==> config.mk <==
export PLATFORM = sky130hd
export DESIGN_NAME = pio_sample_sched
export DESIGN_NICKNAME = d
export VERILOG_FILES = /design/src/rtl/pio_sample_sched.sv
export SDC_FILE = /design/constraint.sdc
export NUM_CORES = 1
export LEC_CHECK = 0
export ABC_AREA = 1
export CAP_MARGIN = 20
export CORE_ASPECT_RATIO = 0.9
export CORE_MARGIN = 1
export CORE_UTILIZATION = 60
export CTS_CLUSTER_DIAMETER = 100
export DETAILED_ROUTE_END_ITERATION = 16
export GPL_ROUTABILITY_DRIVEN = 1
export HOLD_SLACK_MARGIN = 0.12
export PLACE_DENSITY = 0.79
export SETUP_SLACK_MARGIN = 0.02
export SYNTH_ARGS = -nofsm -noshare
export SYNTH_HDL_FRONTEND = slang
export SYNTH_SLANG_ARGS = --single-unit
export TNS_END_PERCENT = 10
==> constraint.sdc <==
create_clock -name clk -period 3.3 [get_ports clk]
set_input_delay 0.495 -clock clk [delete_from_list [all_inputs] [get_ports clk]]
set_output_delay 0.495 -clock clk [all_outputs]
set_load 0.05 [all_outputs]
==> src/rtl/pio_sample_sched.sv <==
// Periodic sampler for a 16-bit input PIO: samples into a FIFO, host reads via a 4-register slave.
// Define PIO_SAMPLE_TIMESTAMP_EN to store a 16-bit cycle timestamp alongside each sample.
module pio_sample_sched #(
   parameter int unsigned DEPTH_LOG2 = 4,
   parameter logic [15:0] PERIOD_RST = 16'd100
) (
   input  logic        clk,
   input  logic        reset,
   output logic [1:0]  pio_address,
   input  logic [15:0] pio_readdata,
   input  logic [1:0]  address,
   input  logic        read,
   input  logic        write,
   input  logic [15:0] writedata,
   output logic [31:0] readdata,
   output logic        irq
);
   localparam int unsigned DEPTH = 1 << DEPTH_LOG2;
   localparam int unsigned CW    = DEPTH_LOG2 + 1;
`ifdef PIO_SAMPLE_TIMESTAMP_EN
   localparam int unsigned FW = 32;
`else
   localparam int unsigned FW = 16;
`endif

   typedef enum logic [1:0] {S_IDLE = 2'd0, S_ADDR = 2'd1, S_CAPT = 2'd2, S_PUSH = 2'd3} state_t;

   state_t                state_q, state_d;
   logic [15:0]           cnt_q, cnt_d, per_act_q, per_act_d, period_q, period_d;
   logic [15:0]           last_q, last_d, per_eff_s;
   logic [2:0]            ctrl_q, ctrl_d;
   logic                  ovf_q, ovf_d, first_q, first_d, irq_q, irq_d;
   logic [FW-1:0]         sample_q, sample_d, cap_s;
   logic [DEPTH_LOG2-1:0] wr_ptr_q, wr_ptr_d, rd_ptr_q, rd_ptr_d;
   logic [CW-1:0]         count_q, count_d;
   logic [1:0]            pio_address_q, pio_address_d;
   logic [31:0]           readdata_q, readdata_d, head_s;
   logic                  en_s, tick_s, want_push_s, keep_s, push_s, pop_s, full_s, empty_s, ovf_set_s;
   logic [FW-1:0]         mem_q [DEPTH];

`ifdef PIO_SAMPLE_TIMESTAMP_EN
   logic [15:0] ts_q, ts_d;

   // Free-running timestamp, captured together with the PIO data
   always_comb begin
      ts_d  = ts_q + 16'd1;
      cap_s = {ts_q, pio_readdata};
   end

   // Timestamp register
   always_ff @(posedge clk) begin
      if (reset) begin
         ts_q <= 16'd0;
      end else begin
         ts_q <= ts_d;
      end
   end
`else
   // Capture word is the bare PIO data
   always_comb begin
      cap_s = pio_readdata;
   end
`endif

   assign en_s    = ctrl_q[0];
   assign full_s  = (count_q == CW'(DEPTH));
   assign empty_s = (count_q == CW'(0));
   assign head_s  = 32'(mem_q[rd_ptr_q]);

   // Prescaler; a newly written PERIOD is only picked up on a wrap so a running interval is never cut short
   always_comb begin
      per_eff_s = (per_act_q == 16'd0) ? 16'd1 : per_act_q;
      tick_s    = 1'b0;
      cnt_d     = cnt_q;
      per_act_d = per_act_q;
      if (!en_s) begin
         cnt_d     = 16'd0;
         per_act_d = period_q;
      end else if (cnt_q >= per_eff_s - 16'd1) begin
         cnt_d     = 16'd0;
         tick_s    = 1'b1;
         per_act_d = period_q;
      end else begin
         cnt_d = cnt_q + 16'd1;
      end
   end

   // Sampling sequence; clearing EN aborts it and discards the in-flight sample
   always_comb begin
      state_d     = state_q;
      sample_d    = sample_q;
      want_push_s = 1'b0;
      case (state_q)
         S_IDLE: begin
            if (tick_s) begin
               state_d = S_ADDR;
            end else begin
               state_d = S_IDLE;
            end
         end
         S_ADDR: state_d = S_CAPT;
         S_CAPT: begin
            state_d  = S_PUSH;
            sample_d = cap_s;
         end
         S_PUSH: begin
            state_d     = S_IDLE;
            want_push_s = 1'b1;
         end
         default: state_d = S_IDLE;
      endcase
      if (!en_s) begin
         state_d     = S_IDLE;
         want_push_s = 1'b0;
      end else begin
         state_d = state_d;
      end
      pio_address_d = (state_d == S_ADDR) ? 2'd0 : 2'd3;
   end

   // FIFO bookkeeping: a pop frees the slot for a same-cycle push, so full+pop+push never overflows
   always_comb begin
      keep_s    = want_push_s && (first_q || !ctrl_q[1] || (sample_q[15:0] != last_q));
      pop_s     = read && (address == 2'd0) && !empty_s;
      push_s    = keep_s && (!full_s || pop_s);
      ovf_set_s = keep_s && full_s && !pop_s;
      wr_ptr_d  = push_s ? wr_ptr_q + DEPTH_LOG2'(1) : wr_ptr_q;
      rd_ptr_d  = pop_s ? rd_ptr_q + DEPTH_LOG2'(1) : rd_ptr_q;
      last_d    = push_s ? sample_q[15:0] : last_q;
      case ({push_s, pop_s})
         2'b10:   count_d = count_q + CW'(1);
         2'b01:   count_d = count_q - CW'(1);
         default: count_d = count_q;
      endcase
      if (!en_s) begin
         first_d = 1'b1;
      end else if (push_s) begin
         first_d = 1'b0;
      end else begin
         first_d = first_q;
      end
   end

   // Host register slave
   always_comb begin
      ctrl_d     = (write && address == 2'd2) ? writedata[2:0] : ctrl_q;
      period_d   = (write && address == 2'd3) ? writedata : period_q;
      readdata_d = readdata_q;
      if (ovf_set_s) begin
         ovf_d = 1'b1;
      end else if (write && address == 2'd1 && writedata[15]) begin
         ovf_d = 1'b0;
      end else begin
         ovf_d = ovf_q;
      end
      if (read) begin
         case (address)
            2'd0:    readdata_d = pop_s ? head_s : 32'd0;
            2'd1:    readdata_d = {16'h0000, ovf_q, full_s, empty_s, 4'h0, 9'(count_q)};
            2'd2:    readdata_d = {29'd0, ctrl_q};
            2'd3:    readdata_d = {16'h0000, period_q};
            default: readdata_d = 32'd0;
         endcase
      end else begin
         readdata_d = readdata_q;
      end
      irq_d = (count_d != CW'(0)) && ctrl_d[2];
   end

   // State registers
   always_ff @(posedge clk) begin
      if (reset) begin
         state_q       <= S_IDLE;
         cnt_q         <= 16'd0;
         per_act_q     <= PERIOD_RST;
         period_q      <= PERIOD_RST;
         ctrl_q        <= 3'd0;
         ovf_q         <= 1'b0;
         first_q       <= 1'b1;
         last_q        <= 16'd0;
         sample_q      <= {FW{1'b0}};
         wr_ptr_q      <= {DEPTH_LOG2{1'b0}};
         rd_ptr_q      <= {DEPTH_LOG2{1'b0}};
         count_q       <= {CW{1'b0}};
         pio_address_q <= 2'd3;
         readdata_q    <= 32'd0;
         irq_q         <= 1'b0;
      end else begin
         state_q       <= state_d;
         cnt_q         <= cnt_d;
         per_act_q     <= per_act_d;
         period_q      <= period_d;
         ctrl_q        <= ctrl_d;
         ovf_q         <= ovf_d;
         first_q       <= first_d;
         last_q        <= last_d;
         sample_q      <= sample_d;
         wr_ptr_q      <= wr_ptr_d;
         rd_ptr_q      <= rd_ptr_d;
         count_q       <= count_d;
         pio_address_q <= pio_address_d;
         readdata_q    <= readdata_d;
         irq_q         <= irq_d;
      end
   end

   // FIFO storage
   always_ff @(posedge clk) begin
      if (push_s) begin
         mem_q[wr_ptr_q] <= sample_q;
      end
   end

   assign pio_address = pio_address_q;
   assign readdata    = readdata_q;
   assign irq         = irq_q;
endmodule

* Word-level counts from Yosys, hierarchy flattened
Memory sizes are Yosys's and may differ from the RTL's. A register that Yosys moved wholly into a read port is not among the register bits. Cells that the tools add are included. W data, S select, Z words.
Storage, ports and cells: memories kept 1, output and inout bits 35, bits in latches 0, logic and storage cells 84, RAM bits 256, flip-flop bits (word level) 135, input port bits 38, memory bits (read-only) 0
Operators by class: eq/ne operators 12, magnitude comparators 1, multiply operators 0, bitwise operators 1, reductions and logical operators 26, div/mod/pow operators 0, multiplexer cells 21, shifts and indexed selects 0, $add $sub $neg 6
Memories:
- mem_q | depth 16, bits a word 16, rd ports 1, clocked after memory_dff 1, write ports 1, line 39 | logic [FW-1:0] mem_q [DEPTH];
Operator list (number):
- $pmux W32 S4 | 1
- $mux W16 | 4
- $add A16 B1 Y16 const B | 1
- $ge A16 B16 Y1 | 1
- $logic_not A16 Y1 | 1
- $ne A16 B16 Y1 | 1
- $sub A16 B1 Y16 const B | 1
- $logic_and A1 B1 Y1 | 11
- $eq A2 B2 Y1 const B | 5
- $pmux W5 S2 | 1
- $mux W1 | 9
- $add A4 B1 Y4 const B | 2
- $eq A2 B1 Y1 const B | 4
- $mux W4 | 2
- $pmux W2 S4 | 1
- $add A5 B1 Y5 const B | 1
- $eq A5 B5 Y1 const B | 1
- $logic_not A5 Y1 | 1
- $reduce_bool A5 Y1 | 1
- $sub A5 B1 Y5 const B | 1
- $logic_not A1 Y1 | 4
- $logic_not A2 Y1 | 2
- $mux W2 | 2
- $logic_or A1 B1 Y1 | 3
- other kinds (6) | 6

* Longest topological paths before layout
Gate-level depths: netlist of run 1.
depth in word-level cells 11, depth in mapped cells 22

* Worst setup path after synthesis of run 1
No wires, ideal clock.
path type register to register, start point reg sample_q[3], end point reg irq_q (netlist: irq), period minus slack after synthesis 2.918 ns, arrival 2.806 ns, path slack 0.382 ns, stages on the path, launching flop included 23, data required time 3.188 ns, setup time 0.112 ns, cells stage by stage dfxtp_1 > inv_1 > nand2_1 > nand2_1 > nor2_1 > nand2_1 > nor2_1 > nand3_2 > nand3_4 > buf_2 > ha_1 > inv_1 > fa_1 > inv_1 > nand2_1 > nand2_1 > nand2_1 > nand2_1 > nand2_1 > nand3_1 > xor2_1 > nor2b_1 > nor2_1
On the way: word-level cells in the longest chain between the ends 8
Ends and longest elaborated chain:
- start, declared | line 33 | logic [FW-1:0] sample_q, sample_d, cap_s;
- start signal, assigned | line 181 | sample_q <= {FW{1'b0}};
- start signal, assigned | line 197 | sample_q <= sample_d;
- $ne A16 B16 Y1 * | line 123 | keep_s = want_push_s && (first_q || !ctrl_q[1] || (sample_q[15:0] != last_q));
- $logic_or A1 B1 Y1 * | line 123
- $logic_and A1 B1 Y1 * | line 123
- $logic_and A1 B1 Y1 * | line 125 | push_s = keep_s && (!full_s || pop_s);
- $eq A2 B1 Y1 / $eq A2 B2 Y1 (equally long branches) | line 130 | case ({push_s, pop_s})
- $pmux W5 S2 * | line 130
- $reduce_bool A5 Y1 * | line 167 | irq_d = (count_d != CW'(0)) && ctrl_d[2];
- $logic_and A1 B1 Y1 * | line 167
- end signal, assigned | line 203 | irq_q <= irq_d;
- end, declared | line 32 | logic ovf_q, ovf_d, first_q, first_d, irq_q, irq_d;
Mark *: on every way between the ends. The rest lies on a longest branch, timed or not. A chain may end at the register's enable or synchronous reset.

* Final worst setup path of run 1
start point reg per_act_q[3], end point reg per_act_q[3]
On the way: word-level cells in the longest chain between the ends 5
Ends and longest elaborated chain:
- start, declared | line 29 | logic [15:0] cnt_q, cnt_d, per_act_q, per_act_d, period_q, period_d;
- start signal, assigned | line 191 | per_act_q <= per_act_d;
- $logic_not A16 Y1 | line 72 | per_eff_s = (per_act_q == 16'd0) ? 16'd1 : per_act_q;
- $mux W16 * | line 72
- $sub A16 B1 Y16 * | line 79 | end else if (cnt_q >= per_eff_s - 16'd1) begin
- $ge A16 B16 Y1 * | line 79
- $ne A2 B1 Y1 (no line) *
Marks and branches as above.

==> flow_summary.yaml, run 1 <==
worst_setup_path:
  worst_setup_path_end_kind: "register"
  rr_endpoint: "per_act_q[3]"
  crit_path_start_kind: "register"
  cp.required_ps: 3710
  reg2reg_slack_ps: 250
  startpoint: "per_act_q[3]"
  cp_data_arrival_time_ps: 3450
  crit_end: "per_act_q[3]"
  worstRegToRegCells: 20
  cp_max_fo: 29
  crit_type: "register to register"
  worstReg2RegStart: "per_act_q[3]"
job:
  maxCapViolCount: 0
cells_and_area:
  final_common_cell: "nand2_1"
  stdcell_count: 2176
  antenna_cells: 0
  layout_common_cells: "287 x nand2_1, 256 x edfxtp_1, 242 x inv_1"
  syn2layout_area_growth_pct: 14.93
  drive_above_1_share_pct: 9.111
  nNetsFinal: 1862
  final_area_um2: 19110
synthesis:
  synth.yosys.seq_area_share_pct: 60.91
  yosys_warnings: 0
  synth_cells: 1713
  synth_compound_area_share_pct: 12.41
  synthXorXnorAreaFrac_pct: 1.422
  ys_ff_latch: 378
  ys.flop_type: "edfxtp_1"
  avgSynthCellArea_um2: 9.708
  synth_fa_ha_area_share_pct: 2.378
  synthSimpleGateAreaFrac_pct: 13.96
  synth_edf_count: 256
  netlist_area_um2: 16630
  muxShareOfSynthArea_pct: 0
  synth_top_family_by_area: "simple AND/OR/NAND/NOR gates"
  synth_cell_types: 44
  async_reset_ff_share_pct: 0
global_route:
  grt_usage_pct: 27.80
  grt_pass1_vias: 11492
  grt_start_max_net_pins: 74
  grt_pass1_wl_um: 60510
  overflow: 0
  antenna_found_initial: 0
place:
  detailed_place.area_um2: 17770
  place_inst: 2105
  io_buffers: 56
  gp_congestion: 0.9139
  dp_hpwl_um: 25100
floorplan:
  start_util_pct: 61.36
  core-area_um2: 27100
  num_rows: 57
  die_x_um: 177.5
  io_pins: 73
  die_height_um: 159.9
  die_area_um2: 28390
power_and_ir_drop:
  ir_worst_vdd_v: 0.0004412
  p_clk_share_pct: 45.0
  power_switching_w: 0.002018
  seq_power_share_pct: 51.5
  combPwrFrac_pct: 3.5
  p_per_area_nw_per_um2: 514.0
  intPower_w: 0.007805
  switching_share_pct: 20.55
  total_power_w: 0.009823
  p_leak_nw: 7.546
cts:
  cts_max_level: 2
  root_buffer: "clkbuf_16"
  cts_made_buffers: 38
  cts_hold_buf: 0
  tritoncts: "done"
  clkSinkCount: 378
  insertion_delay_ps: 530
  path_clk_slew_ps: 60
  cts_buffer_depth: 3
timing:
  rsz0062_at_grt: "yes"
  maxSlewHeadroom_pct: 38.26
  drv_slew: 0
  hold_viol: 0
  worst_slew_pin_slew_ps: 925.2
  finalSetupViolCount: 0
  final.setup.tns_ps: 0
  hold_ws_ps: 451.3
  finalWorstPathRequiredPeriod_ps: 3047
  finalCritPeriodShare_pct: 92.33
  max_freq_ghz: 0.3282
  skew_ps: 15.84
routing:
  drt_iter0_drc: 1440
  drc: 0
  wl_um: 38590
  vias_per_cell: 5.628
  wl_per_cell_um: 17.73
  ant_nets: 0
  vias: 12246
  drt_first_pass_iters: 6
worst_hold_path:
  hold_class: "register to register"
outcome:
  status: "complete, no violations"
-- worst max-delay path, cell delays in order, from the launching register on --
cell     delay (ps)
dfxtp_1         340
inv_1           120
nand2_1          70
nor3_1          170
nand3_1         100
nand2_1          90
inv_1            70
ha_1            220
nand3_2         120
inv_1            60
nand2_1         120
nor3_2           60
xnor2_1         120
ha_1            290
nand4_1         140
a21oi_1          70
nor2_2          270
nand3_2         140
buf_12          180
nor2_1          130
nor2_1           70
-- final cells by class --
cell class / instances / area (µm²)
Clock buffer: 47 / 1052
Inverter: 245 / 919.6
Clock inverter: 22 / 234.0
Fill cell: 1937 / 7989
Multi-Input combinational cell: 1007 / 5191
Tap cell: 354 / 442.9
Sequential cell: 378 / 10150
Timing Repair Buffer: 123 / 1126
-- layer usage --
metal,up-vias,wire length (µm),track usage (%)
met4,0,1453,11.27
met5,-,0,0
met2,495,18270,44.67
met1,5767,15760,37.93
met3,98,3102,4.286
li1,5886,-,-
-- metrics by stage --
step,setup WS [ps],util (%)
after floorplan,382.0,-
after global placement,179.9,65.57
after detailed placement,187.5,65.57
after CTS,136.7,70.31
after global routing,5.009,70.52
final,253.1,70.52
-- flip-flops by register name (all words and copies together), names as in the netlist, 2 cells and up, named ones only --
name	count
sample_q	16
rd_ptr_q	4
state_q	2
last_q	16
ctrl_q	3
wr_ptr_q	4
readdata	16
per_act_q	16
period_q	16
count_q	5
cnt_q	16
mem_q	256
-- worst min-delay path by stage --
| stage | start | endpoint | depth (start not counted) |
|---|---|---|---|
| 2_1_floorplan | first_q | first_q | 2 |
| 3_3_place_gp | first_q | first_q | 2 |
| 3_5_place_dp | first_q | first_q | 2 |
| 4_1_cts | first_q | first_q | 2 |
| 5_1_grt | first_q | first_q | 2 |
| 6_report | first_q | first_q | 2 |
-- cell usage after synthesis (2+ instances only) --
cell        n  share of area, %
nand2_1   288               6.5
edfxtp_1  256                46
inv_1     243               5.5
o21ai_0   173               5.2
a21oi_1   153               4.6
nor2_1    124               2.8
dfxtp_1   122                15
nand3_1    71               2.1
clkbuf_1   39              0.88
o211ai_1   36               1.6
ha_1       30               2.3
buf_4      26               1.2
nor3_1     25              0.75
buf_2      19              0.57
xor2_1     18              0.95
nand4_1    15              0.56
o21ai_1    13              0.39
buf_6       9              0.61
xnor2_1     9              0.47
nor3b_1     5              0.23
a221oi_1    4              0.21
buf_1       4             0.090
nor4_1      3              0.11
o22ai_1     3              0.11
a211oi_1    2             0.090
inv_2       2             0.045
nand3b_1    2             0.090
nor2_2      2             0.075
o21bai_1    2             0.090
-- cell families after synthesis --
kind of cell / after synthesis
AOI/OAI and AO/OA: 388
adders and majority gates: 31
buffers and inverters: 343
other: 1
DFF: 378
xor gates and xnor gates: 27
and+or+nand+nor: 545
-- power by group through the flow --
stage                     Combinational, W  Sequential, W  Clock [W]
after global placement            0.000328        0.00516          0
after global routing              0.000374        0.00506    0.00465
after floorplan                   0.000195        0.00519          0
after detailed placement          0.000334        0.00516          0
after CTS                         0.000338        0.00506    0.00445
final                             0.000342        0.00506    0.00442
-- timing repair --
item | CTS | global route
setup endpoints to repair | 0 | 33
setup buffers | 0 | 2
resized for setup | 0 | 15
No activity file was read; power rests on OpenSTA's default activity.
==> run 2: changes to the inputs <==
--- a/config.mk
+++ b/config.mk
@@ -19,4 +19,4 @@
 export SYNTH_ARGS = -nofsm -noshare
 export SYNTH_HDL_FRONTEND = slang
 export SYNTH_SLANG_ARGS = --single-unit
-export TNS_END_PERCENT = 10
+export TNS_END_PERCENT = 1
==> flow_summary.yaml, run 2 (synthesized netlist as in run 1, its figures left out) <==
routing:
  drt_iter0_drc: 1436
  drt_first_pass_iters: 5
  vias: 12268
  drc: 0
  wl_um: 38620
  vias_per_cell: 5.638
  ant_nets: 0
  wl_per_cell_um: 17.75
timing:
  finalWorstSetupSlack_ps: 254.9
  worst_slew_pin_slew_ps: 921.2
  hold_viol: 0
  maxSlewHeadroom_pct: 38.52
  finalSetupViolCount: 0
  rsz0062_at_grt: "no"
  drv_slew: 0
  finalWorstPathRequiredPeriod_ps: 3045
  skew_ps: 17.46
  finalCritPeriodShare_pct: 92.28
  final.setup.tns_ps: 0
  max_freq_ghz: 0.3284
worst_hold_path:
  hold_class: "register to register"
cells_and_area:
  layout_common_cells: "287 x nand2_1, 256 x edfxtp_1, 242 x inv_1"
  largest_register_ffs: 256
  syn2layout_area_growth_pct: 14.97
  antenna_cells: 0
  regMostFlops: "mem_q"
  stdcell_count: 2176
  nNetsFinal: 1862
  drive_above_1_share_pct: 9.330
  final_common_cell: "nand2_1"
  fin_util_pct: 70.55
floorplan:
  core-area_um2: 27100
  start_util_pct: 61.36
  num_rows: 57
  die_height_um: 159.9
  io_pins: 73
  die_x_um: 177.5
  die_area_um2: 28390
global_route:
  grt_usage_pct: 27.80
  grt_pass1_wl_um: 60510
  overflow: 0
  grt_start_max_net_pins: 74
  antenna_found_initial: 0
  grt_pass1_vias: 11492
cts:
  clkSinkCount: 378
  path_clk_slew_ps: 60
  root_buffer: "clkbuf_16"
  cts_made_buffers: 38
  tritoncts: "done"
  cts_hold_buf: 0
  cts_buffer_depth: 3
  insertion_delay_ps: 530
  cts_max_level: 2
power_and_ir_drop:
  p_clk_share_pct: 45.0
  ir_worst_vdd_v: 0.0004448
  p_leak_nw: 7.546
  seq_power_share_pct: 51.5
  p_per_area_nw_per_um2: 513.9
  intPower_w: 0.007806
  switching_share_pct: 20.57
  combPwrFrac_pct: 3.5
  power_switching_w: 0.002021
worst_setup_path:
  startpoint: "per_act_q[3]"
  crit_type: "register to register"
  crit_path_start_kind: "register"
  crit_end: "per_act_q[3]"
  worstRegToRegCells: 20
  reg2reg_slack_ps: 250
  cp.required_ps: 3710
  rr_endpoint: "per_act_q[3]"
  worstReg2RegStart: "per_act_q[3]"
  cp_max_fo: 29
  worst_setup_path_end_kind: "register"
  cp_data_arrival_time_ps: 3450
job:
  maxCapViolCount: 0
outcome:
  status: "complete, no violations"
place:
  dp_hpwl_um: 25100
  gp_congestion: 0.9139
  post-place-ws_ps: 187.5
  place_inst: 2105
  io_buffers: 56
run 2: cell counts in the layout (fill, tap and decap cells not counted):
Identical to the previous run, type by type.
run 2: metrics by stage:
step / power (W) / hold WS (ps) / cell area (µm²)
final: 0.009826 / 451.3 / 19120
after global routing: 0.01009 / 467.0 / 19120
after CTS: 0.009845 / 454.3 / 19060
after detailed placement: 0.005491 / 443.9 / 17770
after global placement: 0.005485 / 432.9 / 17770
after floorplan: 0.005383 / 419.5 / 16690
run 2: worst min-delay path by stage:
stage	startpoint	endpoint	slack, ps	cells after the start
5_1_grt	first_q	first_q	470	2
3_3_place_gp	first_q	first_q	430	2
4_1_cts	first_q	first_q	450	2
2_1_floorplan	first_q	first_q	420	2
6_report	first_q	first_q	450	2
3_5_place_dp	first_q	first_q	440	2
run 2: worst max-delay path, cell delays in order (launching register included):
cell and delay [ps]:
dfxtp_1 340, inv_1 120, nand2_1 70, nor3_1 160
nand3_1 100, nand2_1 90, inv_1 70, ha_1 220
nand3_2 120, inv_1 60, nand2_1 120, nor3_2 60
xnor2_1 120, ha_1 290, nand4_1 140, a21oi_1 70
nor2_2 270, nand3_2 140, buf_12 180, nor2_1 130
nor2_1 70
run 2: final cells by class:
| cell class | instances | area, µm² |
|---|---|---|
| clock buffers | 47 | 1052 |
| clock inverters | 22 | 234.0 |
| fillers | 1933 | 7981 |
| inverters | 245 | 919.6 |
| multi-input cells | 1007 | 5196 |
| flip-flops and latches | 378 | 10150 |
| well taps | 354 | 442.9 |
| repair buffers | 123 | 1126 |
run 2: power by group through the flow:
stage | clock [W] | combinational, W | sequential, W
after global placement | 0 | 0.000328 | 0.00516
after floorplan | 0 | 0.000195 | 0.00519
after global routing | 0.00465 | 0.000374 | 0.00506
final | 0.00443 | 0.000343 | 0.00506
after CTS | 0.00445 | 0.000338 | 0.00506
after detailed placement | 0 | 0.000334 | 0.00516
run 2: layer usage:
layer | track usage [%] | routed length, µm
met5 | 0 | 0
met3 | 4.286 | 3144
met4 | 11.27 | 1421
met1 | 37.93 | 15750
met2 | 44.67 | 18310
run 2: what timing repair did:
| item | CTS | global route |
|---|---|---|
| setup endpoints to repair | 0 | 33 |
| gates resized for setup | 0 | 19 |
| buffers inserted | 0 | 2 |
==> patch 1, RTL diff (flow settings as in run 2) <==
Put one more register stage on the output `irq`, cleared by the reset. The value now appears one clock later. The other outputs are not delayed to match.
--- a/src/rtl/pio_sample_sched.sv
+++ b/src/rtl/pio_sample_sched.sv
@@ -213,6 +213,12 @@
 
    assign pio_address = pio_address_q;
    assign readdata    = readdata_q;
-   assign irq         = irq_q;
+   always_ff @(posedge clk) begin
+      if (reset) begin
+         irq <= '0;
+      end else begin
+         irq <= irq_q;
+      end
+   end
 endmodule
 
Check against the original RTL: not equivalent (a bounded check fails within 10 cycles, from zero or initial values and one cycle with reset high).
==> patch 1 against run 2 <==
Synthesized cell count increased by 0.93%. Die area increased by 0.61%. Setup slack got worse by 110 ps. Critical endpoint is now per_act_q[5]. Critical path type unchanged. Wire length decreased by 0.71%. Total power decreased by 1.8%. Cell area decreased by 0.14%. Clock skew decreased by 4.7 ps. Sequential cell count increased by 1. Largest power group unchanged. Area after synthesis increased by 0.62%. Non-clock buffer count decreased by 6. Critical path depth decreased by 1.
==> patch 1: results (changes against run 2) <==
stage	metric	value	unit	change
drt	routed_via_density	5.62		-0.37%
timing	skew	12.8	ps	-4.68 ps
setup_path	r2r_cells	19		-5.0%
place	placed_cell_area	17800	µm²	about the same
setup_path	crit_fanout	14		-52%
synth	seq_area_frac_synth	60.7	%	-0.25 points
place	port_buffers	56		unchanged
grt	grt_usage	27.4	%	-0.44 points
setup_path	reg2reg_slack	150	ps	-110 ps
power	peakVddDrop	494	µV	+11%
timing	tightestPinTransition	958	ps	+37.2 ps
place	place_congestion	0.885		-3.2%
place	dp_hpwl	25.4	mm	+1.1%
cells_and_area	final_layout_size_suffix_gt1_share	8.86	%	-0.47 points
cells_and_area	nNetsFinal	1871		+0.48%
power	leakagePower	7.55	nW	+0.11%
outcome	outcome	complete, no violations		
synth	synthTopCellsByArea	edfxtp_1 (46%), dfxtp_1 (15%), nand2_1 (6.4%)		
setup_path	rr_endpoint	per_act_q[5]		
grt	grt_pass1_wl	60.5	mm	about the same
setup_path	cp.arrival	3550	ps	+100 ps
synth	synthTopCellsByCount	nand2_1 (284), edfxtp_1 (256), inv_1 (250)		
setup_path	worstReg2RegStart	per_act_q[5]		
synth	yosysUniqueCellTypes	43		-2.3%
setup_path	slowest_delay	370	ps	+30 ps
grt	grt_max_degree	70		-5.4%
drt	drt_iter0_drc	1215		-15%
drt	wl	38.3	mm	-0.71%
-- patch 1: repair_timing --
action                     in CTS  in global routing
gates resized for setup         0                 14
setup endpoints to repair       0                 33
hold buffers                    0                  0
-- patch 1: metrics by stage --
stage	worst slack (ps)	std cells
global placement	61.6	2115
global route	-24.2	2183
finish	148	2183
detailed placement	5.80	2115
floorplan	405	1744
CTS	96.9	2182
-- patch 1: area by class of cell --
class,count,area [µm²]
Clock buffer,57,1130
Clock inverter,10,101
Fill cell,1924,8080
Inverter,253,950
Multi-Input combinational cell,1013,5230
Sequential cell,379,10200
Tap cell,354,443
Timing Repair Buffer,117,1090
-- patch 1: how the worst min path moves through the flow --
| stage | start | endpoint | slack (ps) | depth (start not counted) |
|---|---|---|---|---|
| CTS | irq_q | irq | 430 | 2 |
| global placement | irq_q | irq | 410 | 2 |
| global route | irq_q | irq | 430 | 2 |
| finish | irq_q | irq | 420 | 2 |
| detailed placement | irq_q | irq | 420 | 2 |
| floorplan | irq_q | irq | 390 | 2 |
-- patch 1: power breakdown --
group	total [W]	internal, W	switching (W)	leakage (nW)
clock network	0.00424	0.00251	0.00172	0.593
registers	0.00507	0.00504	0.0000351	3.46
logic	0.000339	0.000123	0.000216	3.50
-- patch 1: cell families after synthesis --
kind of cell / after synthesis / synth area share [%]
flops: 379 / 60.7
compound gates: 394 / 12.5
simple gates: 546 / 13.8
xor+xnor: 26 / 1.36
buf+inv: 352 / 9.22
fa+ha+maj: 31 / 2.36
other cells: 1 / 0.0224
-- patch 1: metal layers --
layer	part of all wire (%)	GRT usage, %
met5	0	0
met4	3.1	9.87
met3	6.9	3.95
met2	49	45.7
met1	41	36.4
==> patch 2, RTL diff (config.mk and constraints of run 2) <==
Made on the original files. `DEPTH_LOG2`: 4 -> 2.
--- a/src/rtl/pio_sample_sched.sv
+++ b/src/rtl/pio_sample_sched.sv
@@ -1,7 +1,7 @@
 // Periodic sampler for a 16-bit input PIO: samples into a FIFO, host reads via a 4-register slave.
 // Define PIO_SAMPLE_TIMESTAMP_EN to store a 16-bit cycle timestamp alongside each sample.
 module pio_sample_sched #(
-   parameter int unsigned DEPTH_LOG2 = 4,
+   parameter int unsigned DEPTH_LOG2 = 2,
    parameter logic [15:0] PERIOD_RST = 16'd100
 ) (
    input  logic        clk,
Check against the original RTL: no difference found for any inputs over 4 cycles, from zero or initial values and one cycle with reset high; that may be too few to reach the edited logic, so the function may still have changed.
==> patch 2 against run 2 <==
Global-route usage hardly changed. Combinational power is 3% higher. Wire length is 50% lower. Final cell count is 43% lower. Cell area is 49% lower. Synthesized cell count is 42% lower. Total power is 50% lower. Sequential power is 54% lower. Setup slack worse by 70 ps. Sequential cell count is 200 lower. Largest cell class unchanged. Area after synthesis is 50% lower. Maximum frequency is 2.2% lower. Via count is 46% lower. Count of clock-buffer cells in the layout is 26 lower.
==> patch 2: results (changes against run 2) <==
stage	metric	value	unit	change
grt	met1_usage	39.3	%	+1.4 points
setup_path	reg2reg_slack	180	ps	-70 ps
synth	synth_edf_count	64		-75%
power	leakagePower	3.86	nW	-49%
place	placed_cell_area	8910	µm²	-50%
setup_path	crit_fanout	8		-72%
cells_and_area	finalNonFillerCells	1237		-43%
place	dp_hpwl	12.7	mm	-50%
synth	synth-compound-area-share	11.2	%	-1.2 points
setup_path	slowest_delay	360	ps	+20 ps
grt	grt_usage	27.8	%	-0.041 points
timing	tightestPinTransition	949	ps	+27.4 ps
drt	wl	19.2	mm	-50%
outcome	outcome	complete, no violations		
synth	synthTopCellsByArea	dfxtp_1 (28%), edfxtp_1 (23%), nand2_1 (8.8%)		
clock_network	clockBufferDepth	2		-1
setup_path	r2r_cells	18		-10%
grt	grt_pass1_vias	6092		-47%
drt	wl_met3	1.36	mm	-57%
drt	route.vias.total	6672		-46%
synth	synthTopCellsByCount	nand2_1 (194), nor2_1 (131), inv_1 (130)		
clock_network	clk_latency	430	ps	-100 ps
place	place_congestion	0.971		+6.2%
synth	synth_xor_area_share	2.54	%	+1.1 points
synth	synth-adder-area-share	4.18	%	+1.8 points
cells_and_area	nNetsFinal	1121		-40%
cells_and_area	final_layout_size_suffix_gt1_share	7.58	%	-1.8 points
cells_and_area	largest_reg_flops	64		-75%
drt	m1WireLength	9.15	mm	-42%
timing	skew	7.03	ps	-10.4 ps
grt	grt_pass1_wl	30.4	mm	-50%
setup_path	cp.arrival	3480	ps	+30 ps
## patch 2: cell count changes in the layout (fill, tap and decap cells not counted), moves of 47 or more
cell and delta:
nand2_1 -95, nand3_1 -47, edfxtp_1 -192, a21oi_1 -101, inv_1 -113, o21ai_0 -91
## patch 2: layout make-up
type / instances / area, µm² / share of cell area (%)
clock buffer: 21 / 503 / 5.20
clock inverter: 11 / 164 / 1.69
inverter: 130 / 488 / 5.04
multi-input combinational: 648 / 3350 / 34.6
sequential: 178 / 4210 / 43.4
tap: 168 / 210 / 2.17
timing repair buffer: 81 / 764 / 7.90
## patch 2: cells by family after synthesis
logic type               after synthesis
adder cells (fa/ha/maj)               27
AND/OR/NAND/NOR                      407
flip-flops                           178
buffers and inverters                190
AO/OA/AOI/OAI                        172
other                                  1
XOR/XNOR                              24
## patch 2: worst min-delay path by stage
stage                     endpoint  slack (ps)  startpoint
after CTS                 cnt_q[0]         470    cnt_q[0]
after global routing       first_q         490     first_q
after floorplan            first_q         420     first_q
final                      first_q         470     first_q
after global placement     first_q         430     first_q
after detailed placement  cnt_q[0]         460    cnt_q[0]
## patch 2: critical path: cells and delay by family, from the launching register on
family                     cells  cell delay, ps
xor gates and xnor gates       1             230
adders and majority gates      2             490
and+or+nand+nor               10            1100
AOI/OAI and AO/OA              3             610
DFF                            1             360
buffers and inverters          2             240
## patch 2: through the flow
| step | setup slack [ps] | hold WS (ps) |
|---|---|---|
| 2_1_floorplan | 381 | 420 |
| 3_3_place_gp | 189 | 434 |
| 3_5_place_dp | 115 | 457 |
| 4_1_cts | 99.0 | 473 |
| 5_1_grt | -25.8 | 490 |
| 6_report | 185 | 473 |
## patch 2: power breakdown
group	switching [W]	total [W]	internal [W]
logic	0.000228	0.000354	0.000127
clock network	0.000891	0.00223	0.00134
registers	0.0000254	0.00232	0.00229
